**src/rtl/cpu_pkg.sv**
```systemverilog
// Shared definitions for the 4-bit processor control unit: opcodes, FSM states
// and instruction field positions.
package cpu_pkg;

  localparam int DATA_W = 4;

  localparam int OP_HI  = 11;
  localparam int OP_LO  = 8;
  localparam int RX_HI  = 7;
  localparam int RX_LO  = 6;
  localparam int RY_HI  = 5;
  localparam int RY_LO  = 4;
  localparam int IMM_HI = 3;
  localparam int IMM_LO = 0;

  localparam logic [3:0] OP_NOP  = 4'b0000;
  localparam logic [3:0] OP_LDI  = 4'b0001;
  localparam logic [3:0] OP_JMP  = 4'b0010;
  localparam logic [3:0] OP_JZ   = 4'b0011;
  localparam logic [3:0] OP_HALT = 4'b0100;
  localparam logic [3:0] OP_ADD  = 4'b1100;
  localparam logic [3:0] OP_SUB  = 4'b1101;
  localparam logic [3:0] OP_AND  = 4'b1110;
  localparam logic [3:0] OP_NOT  = 4'b1111;
  localparam logic [1:0] OP_MOV_PREFIX = 2'b10;

  typedef enum logic [2:0] {
    S_IDLE,
    S_FETCH,
    S_DECODE,
    S_EXECUTE,
    S_WRITEBACK
  } state_t;

  function automatic logic is_alu_op(input logic [3:0] op);
    return op[3];
  endfunction

  function automatic logic writes_reg(input logic [3:0] op);
    return is_alu_op(op) || (op == OP_LDI);
  endfunction

endpackage

```
**src/rtl/cpu_controller_reg_file.sv**
```systemverilog
// Four-entry register file: two combinational operand reads, one debug read,
// one synchronous write port.
module reg_file
  import cpu_pkg::*;
(
  input  logic              clk,
  input  logic              reset,
  input  logic [1:0]        rd_sel_a,
  input  logic [1:0]        rd_sel_b,
  output logic [DATA_W-1:0] rd_data_a,
  output logic [DATA_W-1:0] rd_data_b,
  input  logic [1:0]        dbg_sel,
  output logic [DATA_W-1:0] dbg_data,
  input  logic              we,
  input  logic [1:0]        wr_sel,
  input  logic [DATA_W-1:0] wr_data
);

  logic [DATA_W-1:0] regs [4];

  always_ff @(posedge clk) begin
    if (reset) begin
      for (int unsigned i = 0; i < 4; i++) regs[i] <= '0;
    end else if (we) begin
      regs[wr_sel] <= wr_data;
    end
  end

  always_comb begin
    rd_data_a = regs[rd_sel_a];
    rd_data_b = regs[rd_sel_b];
    dbg_data  = regs[dbg_sel];
  end

endmodule

```
**src/rtl/cpu_controller.sv**
```systemverilog
// Multi-cycle control unit: fetch/decode/execute/writeback sequencing of the
// instruction ROM, the register file and the external ALU.
module cpu_controller
  import cpu_pkg::*;
#(
  parameter int PC_W = 4,
  parameter int IW   = 12
) (
  input  logic              clk,
  input  logic              reset,
  input  logic              run,
  output logic [PC_W-1:0]   instr_addr,
  input  logic [IW-1:0]     instr_data,
  output logic [DATA_W-1:0] alu_rx,
  output logic [DATA_W-1:0] alu_ry,
  output logic [3:0]        alu_op,
  input  logic [DATA_W-1:0] alu_out,
  output logic              busy,
  output logic              halted,
  output logic              zero,
  input  logic [1:0]        dbg_sel,
  output logic [DATA_W-1:0] dbg_data
);

  state_t            state;
  logic [PC_W-1:0]   pc;
  logic [IW-1:0]     ir;
  logic [DATA_W-1:0] result;

  logic [1:0]        rd_sel_a;
  logic [1:0]        rd_sel_b;
  logic [DATA_W-1:0] rd_data_a;
  logic [DATA_W-1:0] rd_data_b;
  logic              wr_en;
  logic [DATA_W-1:0] wr_data;
  logic [3:0]        ir_op;
  logic [3:0]        dec_op;
  logic              jump_taken;

  assign instr_addr = pc;
  assign ir_op      = ir[OP_HI:OP_LO];
  assign dec_op     = instr_data[OP_HI:OP_LO];

  // Operands are latched into the ALU drive registers at the end of DECODE,
  // so the read ports follow the incoming word there and the held ir elsewhere.
  always_comb begin
    rd_sel_a = ir[RX_HI:RX_LO];
    rd_sel_b = ir[RY_HI:RY_LO];
    if (state == S_DECODE) begin
      rd_sel_a = instr_data[RX_HI:RX_LO];
      rd_sel_b = instr_data[RY_HI:RY_LO];
    end
  end

  always_comb begin
    wr_en      = (state == S_WRITEBACK) && writes_reg(ir_op);
    wr_data    = is_alu_op(ir_op) ? result : ir[IMM_HI:IMM_LO];
    jump_taken = (ir_op == OP_JMP) || ((ir_op == OP_JZ) && zero);
  end

  reg_file u_reg_file (
    .clk       (clk),
    .reset     (reset),
    .rd_sel_a  (rd_sel_a),
    .rd_sel_b  (rd_sel_b),
    .rd_data_a (rd_data_a),
    .rd_data_b (rd_data_b),
    .dbg_sel   (dbg_sel),
    .dbg_data  (dbg_data),
    .we        (wr_en),
    .wr_sel    (ir[RX_HI:RX_LO]),
    .wr_data   (wr_data)
  );

  always_ff @(posedge clk) begin
    if (reset) begin
      state  <= S_IDLE;
      pc     <= '0;
      ir     <= '0;
      result <= '0;
      zero   <= 1'b0;
      halted <= 1'b0;
      busy   <= 1'b0;
      alu_op <= '0;
      alu_rx <= '0;
      alu_ry <= '0;
    end else begin
      case (state)
        S_IDLE: begin
          if (run) begin
            pc     <= '0;
            halted <= 1'b0;
            busy   <= 1'b1;
            state  <= S_FETCH;
          end
        end
        S_FETCH: begin
          state <= S_DECODE;
        end
        S_DECODE: begin
          ir <= instr_data;
          if (dec_op == OP_HALT) begin
            halted <= 1'b1;
            busy   <= 1'b0;
            state  <= S_IDLE;
          end else begin
            alu_op <= dec_op;
            alu_rx <= rd_data_a;
            alu_ry <= rd_data_b;
            state  <= S_EXECUTE;
          end
        end
        S_EXECUTE: begin
          result <= alu_out;
          alu_op <= '0;
          alu_rx <= '0;
          alu_ry <= '0;
          state  <= S_WRITEBACK;
        end
        S_WRITEBACK: begin
          if (wr_en) zero <= (wr_data == '0);
          if (jump_taken) pc <= PC_W'(ir[IMM_HI:IMM_LO]);
          else            pc <= pc + PC_W'(1);
          state <= S_FETCH;
        end
        default: state <= S_IDLE;
      endcase
    end
  end

endmodule
```
**config.mk**
```make
export PLATFORM = sky130hd
export DESIGN_NAME = cpu_controller
export DESIGN_NICKNAME = d
export VERILOG_FILES = /design/src/rtl/cpu_pkg.sv /design/src/rtl/cpu_controller_reg_file.sv /design/src/rtl/cpu_controller.sv
export SDC_FILE = /design/constraint.sdc
export NUM_CORES = 1
export LEC_CHECK = 0
export CAP_MARGIN = 20
export CELL_PAD_IN_SITES_DETAIL_PLACEMENT = 1
export CELL_PAD_IN_SITES_GLOBAL_PLACEMENT = 2
export CORE_MARGIN = 5
export CORE_UTILIZATION = 33
export DETAILED_ROUTE_END_ITERATION = 8
export GPL_ROUTABILITY_DRIVEN = 0
export PLACE_DENSITY_LB_ADDON = 0.1
export SYNTH_ARGS = -nofsm -noshare
export SYNTH_HDL_FRONTEND = slang
export SYNTH_SLANG_ARGS = --single-unit
```
**constraint.sdc**
```tcl
create_clock -name clk -period 2.3 [get_ports clk]
set_input_delay 0.46 -clock clk [delete_from_list [all_inputs] [get_ports clk]]
set_output_delay 0.46 -clock clk [all_outputs]
set_load 0.01 [all_outputs]
```
======== After elaboration in Yosys (flattened, before gate mapping) ========
Memories as Yosys holds them, arrays and structs flattened.
Cells that the tools add are included.
word-level totals
  memories kept ........................... 1
  memory bits (read-only) ................. 0
  input port bits ......................... 21
  output and inout bits ................... 23
  logic and storage cells ................. 66
  bits in registers ....................... 38
  latch bits .............................. 0
  bits in writable memories ............... 16
operators by class
  order comparisons ....................... 0
  add/sub/neg operators ................... 1
  eq/ne operators ......................... 11
  bitwise gates (word level) .............. 0
  multiplexer cells ....................... 29
  reduce and logical (&&, ||, !) cells .... 14
  shift-type cells ........................ 0
  multiply operators ...................... 0
  div/mod/pow operators ................... 0
memories
  memory           words  bits a word  rd ports  clocked after Yosys merged registers in  write ports  line                           text
  u_reg_file.regs  4      4            3         0                                        4            cpu_controller_reg_file.sv:19  logic [DATA_W-1:0] regs [4];
operator list
  operator                                                                  number
  4-bit one-hot mux with 2 select lines                                     4
  4-bit 2-to-1 mux                                                          7
  3-bit one-hot mux with 5 select lines                                     1
  1-bit 2-to-1 mux                                                          10
  4-bit by 2-bit == test with 1-bit output (second input constant)          2
  2-bit 2-to-1 mux                                                          4
  3-bit by 2-bit == test with 1-bit output (second input constant)          2
  2-bit AND reduction                                                       3
  2-bit nonzero test                                                        3
  4-bit by 1-bit adder with 4-bit output (second input constant)            1
  4-bit by 1-bit == test with 1-bit output (second input constant)          1
  4-bit by 3-bit == test with 1-bit output (second input constant)          1
  4-bit logical NOT                                                         1
  2-bit inequality test (second input constant)                             2
  1-bit one-hot mux with 2 select lines                                     2
  4-bit OR reduction                                                        1
  3-bit by 1-bit == test with 1-bit output (second input constant)          1
  3-bit == test (second input constant)                                     1
  3-bit logical NOT                                                         1
  3-bit 2-to-1 mux                                                          1
  3-bit AND reduction                                                       1
  1-bit logical AND                                                         2
  1-bit logical OR                                                          2
  2-bit by 1-bit inequality test with 1-bit output (second input constant)  1

======== Logic depth before layout (Yosys ltp) ========
  depth in word-level cells ............... 8
  mapped depth ............................ 6
  mapped depth without buffers ............ 5

======== Cells and area by module ========
Synthesis repeated with hierarchy kept, for this count alone.
second synthesis, totals
  cells, all modules ...................... 252
  area, all modules ....................... 2641.3 um^2
modules (own cells, without submodules)
  module          cells an instance  area an instance (um^2)  seq. area each (um^2)  instances
  cpu_controller  198                1656.6                   760.7                  1
  reg_file        54                 984.7                    480.5                  1

======== Worst setup path after synthesis ========
Ideal clock, no wire load.
  path kind ............................... register -> register
  start point ............................. register state[0]
  end point ............................... register alu_rx[0]
  clock period less this slack ............ 1.744 ns
  data required time ...................... 2.183 ns
  cell stages (with the launch flop) ...... 6
  setup time .............................. 0.117 ns
  path slack .............................. 0.556 ns
  buffers on the path ..................... 1
  arrival time ............................ 1.627 ns
  cells stage by stage .................... dfxtp_1 -> buf_6 -> nor3b_4 -> mux2i_1 -> mux4_1 -> a22o_1
on the way
  word-level cells in the longest chain between the ends .. 5
  elaborated cells between the ends (all ways) .. 9
  classes of those cells .................. eq/ne: 3; mux: 3; reduce/logical: 2; memory: 1
ends and longest elaborated chain
  element                                   line                                        text
  start, declared                           cpu_controller.sv:25                        state_t state;
  start signal, assigned                    cpu_controller.sv:77                        state <= S_IDLE;
  start signal, assigned                    cpu_controller.sv:94                        state <= S_FETCH;
  start signal, assigned                    cpu_controller.sv:98                        state <= S_DECODE;
  3-bit by 2-bit == test with 1-bit output  cpu_controller.sv:49, cpu_controller.sv:88
  2-bit 2-to-1 mux                          cpu_controller.sv:49                        if (state == S_DECODE) begin
  memory read 4 x 4 bit                     n/a
  4-bit 2-to-1 mux                          cpu_controller.sv:102                       if (dec_op == OP_HALT) begin
  4-bit one-hot mux with 2 select lines     cpu_controller.sv:88                        case (state)
  end signal, assigned                      cpu_controller.sv:108                       alu_rx <= rd_data_a;
  end, declared                             cpu_controller.sv:14                        output logic [DATA_W-1:0] alu_rx,
Parallel ways exist; a longest one is shown, timed or not. The select of a mux whose other input is x is not followed.
A chain may end at the register's enable or synchronous reset.

==> out/metrics.cfg <==
[status]
status=completed

[drt]
routed.top_layer=met4
avgRoutedWirePerCell_um=16.27
first_pass_iters=4
drt_iter0_markers=48
wl_met1_um=3020
viasPerCell=5.008
vias=1903
detail-route-antenna-nets=0
wl_met3_um=268
finalWirelength_um=6182
drcViolationCount=0
dr_wl_met2_um=2827

[cts]
holdBufCountCts=0
clk_pin_slew_ps=100
htree_levels=2
cts_buffer_depth=2
insertion_delay_ps=300
cts_tree=done
clockRootBuffer=clkbuf_8
postCtsSetupRepairBufs=0
cts_sinks=53
cts_made_buffers=5

[layout]
drive_gt1_share_pct=10.68
fillers=849
fin_area_mm2=0.003134
n_antenna_cell=0
layout.nets=302
multi_input_area_mm2=0.001166
regArea_mm2=0.001221
fin_util_pct=42.98
syn2layout_area_growth_pct=25.75

[sta]
fmaxAchievable_mhz=458.5
rsz0062_at_grt=false
drv_slew=0
setup_viol=0
relSlewSlack_pct=52.72
finClkSkew_ps=7.250
period_needed_ps=2181
worst_pin_slew_ps=707.6
fin_setup_tns_ps=0
report.final.hold_viol_count=0
post-route-period-util_pct=94.82

[synth]
ys_top_cells_by_area=dfxtp_1 30%, edfxtp_1 19%, mux4_1 8.4%
async_flop_share_pct=0
netlist_area_mm2=0.002492
synth_cell_types=39
yosys.area.top_type=dfxtp_1
ys_ff_latch=53
seq_area_frac_synth_pct=49.00
yosysMostFrequentCell=dfxtp_1
ys.flop_type=dfxtp_1
synth_commonest_cells=37 x dfxtp_1, 34 x nand2_1, 21 x nor2_1, 20 x a21oi_1, 16 x edfxtp_1
yosysWarningCount=0
avgSynthCellArea_um2=10.65
synth_edf_count=16
synth_top_cell_area_share_pct=29.72
syn-instance-count=234
synth_fp_nets=256

[die]
start_util_pct=34.18
num_io_pins=44
die_y_um=96.91
core_area_mm2=0.007292
std_cell_rows=31
die_area_mm2=0.009391
die_w_um=96.91

[pwr]
power_per_cell_area_mw_per_mm2=590.1
peakVddDrop_mv=0.2580
total_power_mw=1.849
leakagePower_nw=1.202

[grt]
grt_use_total_pct=13.42
grt_pass1_wl_um=10200
antenna_found_initial=0
grt_pass1_vias=1946
grt_max_degree=17
grt.overflow.total=0

[worst_setup_path]
worstPathArrival_ps=1720
cpPeakStageDelay_ps=490
crit_required_ps=1840
cpLargestDelayFamily=buffers and inverters
critPathKind=register to output pin
crit_chain=mux4_2, clkdlybuf4s50_1
critical_path_buf_inv_count=1
crit_path_end_kind=output pin
startpoint_type=register
critPathSlowestCell=clkdlybuf4s50_1
worstPathMaxFanout=3

[placement]
placed_cell_area_mm2=0.003054
portBuffers=43
place_hpwl_um=4769

[job]
maxCapViolCount=0

[min_path]
hp-class=register to register

## cells by family after synthesis
logic type | Yosys count | share of synthesized area (%)
multiplexers | 24 | 16.92
buffers and inverters | 23 | 4.217
adder cells (fa/ha/maj) | 1 | 0.5019
flip-flops | 53 | 49.00
AND/OR/NAND/NOR | 87 | 17.72
AO/OA/AOI/OAI | 46 | 11.65
## sequential cells by signal, summed over array words and instances, names as in the netlist
| signal | flops |
|---|---|
| zero | 1 |
| busy | 1 |
| alu_op | 4 |
| result | 4 |
| halted | 1 |
| instr_addr | 4 |
| alu_ry | 4 |
| alu_rx | 4 |
| state | 3 |
| ir | 11 |
| u_reg_file.regs | 16 |
## worst register-to-register path: cells and delay by family, from the launching register on
kind | cells | cell delay, ps
and+or+nand+nor | 1 | 330
DFF | 1 | 520
muxes | 2 | 840
AOI/OAI and AO/OA | 1 | 210
## cells in the final DEF (no fill, tap or decap), types with 2 or more instances in the layout
master           instances
edfxtp_1                16
o21ai_0                  8
nor3_1                   7
a21oi_1                 20
clkbuf_8                 5
nand2b_1                 4
a22o_1                   8
mux4_2                   4
nand2_1                 34
inv_1                    8
nand3_1                  3
nor2_1                  21
nor3b_4                  2
a31oi_1                  3
nor3b_1                  2
or3_1                    5
and3_1                   3
mux4_1                   8
buf_4                   11
dfxtp_1                 37
clkdlybuf4s50_1         41
mux2i_1                 11
## final cells by class
type                    instances  area share (%)
clock buffers                   5           2.196
well taps                      99           3.952
clock inverters                 3          0.5589
inverters                       8          0.9581
flip-flops and latches         53           38.96
multi-input cells             158           37.21
repair buffers                 54           16.17
## metrics by stage
stage,hold WS (ps),std cells,worst slack (ps)
global placement,445.9,372,-257.8
CTS,469.4,380,24.47
detailed placement,454.5,372,-274.6
floorplan,445.0,234,556.3
global route,484.8,380,52.02
finish,462.1,380,119.1
## where the power goes
part           switching, mW  internal [mW]
clock                  0.309          0.211
sequential            0.0469           1.00
combinational          0.127          0.154
## worst paths after layout
kind	start	to	slack, ps	cells after the start
setup / recovery	u_reg_file.regs[3][2]$_DFFE_PP_	dbg_data[2]	120	2
setup reg to reg	state[1]$_SDFFE_PP0P_	alu_ry[0]$_SDFFE_PP0P_	310	4
hold / removal	alu_op[0]$_SDFFE_PP0P_	alu_op[0]$_SDFFE_PP0P_	460	2
hold reg to reg	alu_op[0]$_SDFFE_PP0P_	alu_op[0]$_SDFFE_PP0P_	460	2
## layer usage
| metal | GRT usage, % | vias up |
|---|---|---|
| met5 | 0 | - |
| met4 | 3.564 | 0 |
| met3 | 3.237 | 5 |
| met2 | 21.50 | 39 |
| met1 | 18.10 | 917 |
| li1 | - | 942 |
## repair_timing
item	CTS	global route
endpoints found under the hold margin	0	0
pin swaps	0	0
endpoints found under the setup margin	4	4
gates resized for setup	3	1
Note: power is estimated with default switching activity, not from simulation.
